===== src/rtl/button_event_parser.sv =====
// Button front end: per-channel synchroniser, tick-driven debounce, registered level/press/release
// pulses and a per-channel auto-repeat event stream. release/event are reserved words, hence *_pulse.
module button_event_parser #(
  parameter int WIDTH            = 7,
  parameter int SYNC_STAGES      = 2,
  parameter int SAMPLE_COUNT_MAX = 38000,
  parameter int PULSE_COUNT_MAX  = 150,
  parameter int REPEAT_DELAY     = 650,
  parameter int REPEAT_RATE      = 130
) (
  input  logic             clk,
  input  logic             rst,
  input  logic [WIDTH-1:0] in,
  input  logic [WIDTH-1:0] repeat_en,
  output logic [WIDTH-1:0] level,
  output logic [WIDTH-1:0] press,
  output logic [WIDTH-1:0] release_pulse,
  output logic [WIDTH-1:0] event_pulse
);

  localparam int SC_W    = $clog2(SAMPLE_COUNT_MAX + 1);
  localparam int DB_W    = $clog2(PULSE_COUNT_MAX + 1);
  localparam int REP_MAX = (REPEAT_DELAY > REPEAT_RATE) ? REPEAT_DELAY : REPEAT_RATE;
  localparam int RC_W    = $clog2(REP_MAX + 1);

  localparam logic [SC_W-1:0] SC_LAST = SC_W'(SAMPLE_COUNT_MAX - 1);
  localparam logic [DB_W-1:0] DB_MAX  = DB_W'(PULSE_COUNT_MAX);
  localparam logic [RC_W-1:0] REP_D   = RC_W'(REPEAT_DELAY);
  localparam logic [RC_W-1:0] REP_R   = RC_W'(REPEAT_RATE);

  typedef enum logic [1:0] {IDLE, DELAY, RATE} rep_state_t;

  function automatic logic [DB_W-1:0] sat_inc(input logic [DB_W-1:0] v);
    return (v == DB_MAX) ? v : v + DB_W'(1);
  endfunction

  // Stage p0: synchroniser chain
  logic [WIDTH-1:0] sync_p0 [SYNC_STAGES];
  logic [WIDTH-1:0] s;

  assign s = sync_p0[SYNC_STAGES-1];

  always_ff @(posedge clk) begin
    if (rst) begin
      for (int k = 0; k < SYNC_STAGES; k++) sync_p0[k] <= '0;
    end else begin
      sync_p0[0] <= in;
      for (int k = 1; k < SYNC_STAGES; k++) sync_p0[k] <= sync_p0[k-1];
    end
  end

  // Stage p1: sample tick, debounce counters and repeat FSMs
  logic [SC_W-1:0]  sample_cnt_p1;
  logic             tick;
  logic [DB_W-1:0]  db_cnt_p1 [WIDTH];
  logic [DB_W-1:0]  db_next   [WIDTH];
  rep_state_t       rep_state_p1 [WIDTH];
  logic [RC_W-1:0]  rep_cnt_p1 [WIDTH];
  logic [RC_W-1:0]  rep_inc    [WIDTH];
  logic [WIDTH-1:0] rep_p1;
  logic [WIDTH-1:0] d;
  logic [WIDTH-1:0] d_next;

  assign tick = (sample_cnt_p1 == SC_LAST);

  always_ff @(posedge clk) begin
    if (rst || tick) sample_cnt_p1 <= '0;
    else             sample_cnt_p1 <= sample_cnt_p1 + SC_W'(1);
  end

  // The FSM acts on the tick that moves d, so it looks at the counter's next value.
  always_comb begin
    d      = '0;
    d_next = '0;
    for (int i = 0; i < WIDTH; i++) begin
      db_next[i] = db_cnt_p1[i];
      if (tick) db_next[i] = s[i] ? sat_inc(db_cnt_p1[i]) : '0;
      d[i]       = (db_cnt_p1[i] == DB_MAX);
      d_next[i]  = (db_next[i] == DB_MAX);
      rep_inc[i] = rep_cnt_p1[i] + RC_W'(1);
    end
  end

  always_ff @(posedge clk) begin
    if (rst) begin
      rep_p1 <= '0;
      for (int i = 0; i < WIDTH; i++) begin
        db_cnt_p1[i]    <= '0;
        rep_state_p1[i] <= IDLE;
        rep_cnt_p1[i]   <= '0;
      end
    end else begin
      rep_p1 <= '0;
      for (int i = 0; i < WIDTH; i++) begin
        db_cnt_p1[i] <= db_next[i];
        if (tick) begin
          if (!d_next[i]) begin
            rep_state_p1[i] <= IDLE;
            rep_cnt_p1[i]   <= '0;
          end else begin
            case (rep_state_p1[i])
              IDLE: begin
                rep_state_p1[i] <= DELAY;
                rep_cnt_p1[i]   <= '0;
              end
              DELAY: begin
                if (rep_inc[i] == REP_D) begin
                  rep_p1[i]       <= 1'b1;
                  rep_cnt_p1[i]   <= '0;
                  rep_state_p1[i] <= RATE;
                end else begin
                  rep_cnt_p1[i] <= rep_inc[i];
                end
              end
              RATE: begin
                if (rep_inc[i] == REP_R) begin
                  rep_p1[i]     <= 1'b1;
                  rep_cnt_p1[i] <= '0;
                end else begin
                  rep_cnt_p1[i] <= rep_inc[i];
                end
              end
              default: begin
                rep_state_p1[i] <= IDLE;
                rep_cnt_p1[i]   <= '0;
              end
            endcase
          end
        end
      end
    end
  end

  // Stage p2: registered outputs; level doubles as the previous debounced value
  always_ff @(posedge clk) begin
    if (rst) begin
      level         <= '0;
      press         <= '0;
      release_pulse <= '0;
      event_pulse   <= '0;
    end else begin
      level         <= d;
      press         <= d & ~level;
      release_pulse <= ~d & level;
      event_pulse   <= (d & ~level) | (rep_p1 & repeat_en);
    end
  end

endmodule

===== config.mk =====
export PLATFORM = sky130hd
export DESIGN_NAME = button_event_parser
export DESIGN_NICKNAME = d
export VERILOG_FILES = /design/src/rtl/button_event_parser.sv
export SDC_FILE = /design/constraint.sdc
export NUM_CORES = 1
export LEC_CHECK = 0
export ABC_AREA = 1
export CAP_MARGIN = 20
export CORE_ASPECT_RATIO = 0.9
export CORE_MARGIN = 1.5
export CORE_UTILIZATION = 59
export DETAILED_ROUTE_END_ITERATION = 10
export GPL_TIMING_DRIVEN = 0
export PLACE_DENSITY = 0.76
export SYNTH_ARGS = -nofsm -noshare
export SYNTH_HDL_FRONTEND = slang
export SYNTH_SLANG_ARGS = --single-unit

===== constraint.sdc =====
create_clock -name clk -period 4.3 [get_ports clk]
set_clock_uncertainty 0.05 [all_clocks]
set_input_delay 0.43 -clock clk [delete_from_list [all_inputs] [get_ports clk]]
set_output_delay 0.43 -clock clk [all_outputs]
set_load 0.05 [all_outputs]

==> results.cfg <==
[status]
status = complete, no violations

[floorplan]
dieArea_sq_um = 21400
row_count = 49
die_h_um = 138.9
start_util_pct = 60.43
die_w_um = 154.0
core_area_sq_um = 20050
io_pins = 44

[synthesis]
synthXorXnorAreaFrac_pct = 4.338
synth_nets = 1738
synth_cells = 1665
synth_flop_cell = dfxtp_1
ys_seq_area_share_pct = 40.82
synth.top_cell.area_share_pct = 20.82
synth_top_family_by_area = simple AND/OR/NAND/NOR gates
avgSynthCellArea_sq_um = 7.276
syn-cell-area_sq_um = 12110
synth.most_common_cell = nand2_1
synth-simple-area-share_pct = 35.64
synth_adder_area_share_pct = 5.887
synth_seq_cells = 205
synth-compound-area-share_pct = 3.811
async_flop_share_pct = 0
synth.area.mux_share_pct = 0
synth-edff-count = 84
ys_warn_count = 0
synth_commonest_cells = 367 x nand2_1, 295 x nor2_1, 244 x inv_1, 138 x nand3_1, 121 x dfxtp_1
synth_cell_type_count = 44
synth.area.top_cells = edfxtp_1 21%, dfxtp_1 20%, nand2_1 11%, nor2_1 9.1%, inv_1 7.6%
synth_top_area_cell = edfxtp_1

[place]
portBuffers = 43
place_area_sq_um = 12860
hpwlAfterDp_um = 19090
place_congestion = 0.9338
place_ws_ns = 0.9970

[sta]
finalHoldViolCount = 0
tightest_slew_ns = 0.8597
period_needed_ns = 3.281
rsz0062_at_grt = false
fin_ws_ns = 1.019
fin_tns_setup_ns = 0
final.period_utilization_pct = 76.31
clock.fmax_mhz = 304.8
drv_slew = 0
setup_violations = 0
max_slew_margin_pct = 42.68
fin_hold_ws_ns = 0.3496

[grt]
antenna_found_initial = 0
grt_pass1_wl_um = 44250
first_global_vias = 9481
overflow = 0
grt_max_degree = 14
grtUsageTotal_pct = 25.08

[routing]
drt_wl_total_um = 26660
vias = 10431
drc = 0
drtAntennaViolNets = 0
avgViaCountPerCell = 5.202
wire_per_inst_um = 13.29
dr.pass1.iters = 6
drt_iter0_drc = 768

[setup_path]
cp_slowest_cell = clkbuf_1
cpPeakStageDelay_ns = 0.69
startpoint_type = register
crit_required_ns = 4.41
cp_max_fo = 10
r2r_setup_slack_ns = 1.02
critical_path_class = reg -> reg
worstSetupEndpointType = register
path_cells = ha_1 -> nand2_1 -> inv_2 -> nand2_1 -> nor2_1 -> nand3_1 -> nor2_1 -> clkbuf_1 -> nand2_1 -> nor2_1 -> nor2_1 -> nand2_1
critPathArrivalTime_ns = 3.39

[pwr]
power-per-cell-area_nw_per_um2 = 321.2
ir_drop_mv = 0.3470
leakage_nw = 5.862

[clock_network]
cts_made_buffers = 23
clock-sinks = 205
path_clk_slew_ns = 0.06
post_cts_resized = 0
ctsHoldBuffers = 0
htreeDepth = 1
post_cts_buffers = 0
cts-root-buf = clkbuf_16
cts_tree = built
max-clock-path-buffers = 3
clock_latency_ns = 0.52

[final_layout]
final_nets = 1806
syn_to_final_growth_pct = 12.82
drive_gt1_share_pct = 7.943
num_antenna_cells = 0
final_cell_area_sq_um = 13670

[flow_run]
maxCapViolCount = 0

[min_path]
hold_path_class = reg -> reg
## cell usage in the layout, fill, tap and decap left out, types with 10 or more instances in the layout
cell type          n
clkbuf_1          16
clkbuf_16         24
nor3_1            39
nand2_1          367
clkdlybuf4s50_1   43
nand4_1           50
edfxtp_1          84
xnor2_1           15
inv_1            244
dfxtp_1          121
a21oi_1           16
nor2_2            37
xor2_1            45
nand3_1          138
inv_2             10
nor2_1           295
o21ai_1           17
o21ai_0           37
nand2_2           11
ha_1              57
## report_power, final
group / internal (W) / switching (W)
combinational: 0.0000717 / 0.000151
clock: 0.00124 / 0.000812
sequential: 0.00207 / 0.0000422
total: 0.00338 / 0.00101
## kinds of logic after synthesis
family | Yosys count
AO/OA/AOI/OAI | 84
XOR/XNOR | 60
adder cells (fa/ha/maj) | 57
buffers and inverters | 289
flip-flops | 205
AND/OR/NAND/NOR | 970
## per-stage QoR
step                utilization (%)  power, W  cells
floorplan                         -  0.002297   1665
global placement              64.16  0.002366   1963
detailed placement            64.16  0.002373   1963
CTS                           68.17  0.004420   2005
global route                  68.17  0.004535   2005
finish                        68.17  0.004390   2005
## worst max-delay path, delay by kind of cell, from the launching register on
family,cells,cell delay [ns]
DFF,1,0.35
adders and majority gates,1,0.17
buffers and inverters,2,0.76
and+or+nand+nor,9,1.60
## final timing paths
kind,startpoint,end,cells past startpoint
worst max-delay path,sample_cnt_p1[0],rep_cnt_p1[0][4],12
worst min-delay path,sync_p0[0][6],sync_p0[0][13],2
worst max register to register,sample_cnt_p1[0],rep_cnt_p1[0][4],12
worst min register to register,sync_p0[0][6],sync_p0[0][13],2
## state kept, by name, summed over array words and instances (netlist names)
| signal | count |
|---|---|
| sync_p0 | 14 |
| level | 7 |
| rep_p1 | 7 |
| rep_cnt_p1 | 70 |
| press | 7 |
| event_pulse | 7 |
| sample_cnt_p1 | 16 |
| release_pulse | 7 |
| db_cnt_p1 | 56 |
| rep_state_p1 | 14 |
## cell type report
cell class                 instances  area (sq um)
buffer                            35         197.7
clock buffer                      32         690.7
clock inverter                    10         112.6
fill                            1668          6381
inverter                         254         953.4
multi-input combinational       1171          6018
sequential                       205          4945
tap                              255         319.1
timing repair buffer              43         430.4
## per-layer routing
metal	share of wire, %	GRT usage [%]	vias to the layer above
met5	0	0	-
met4	2.4	6.285	0
met3	5.5	3.469	46
met2	46	41.75	235
met1	46	34.56	4740
li1	-	-	5410
Power figures use the tool's default switching activity.
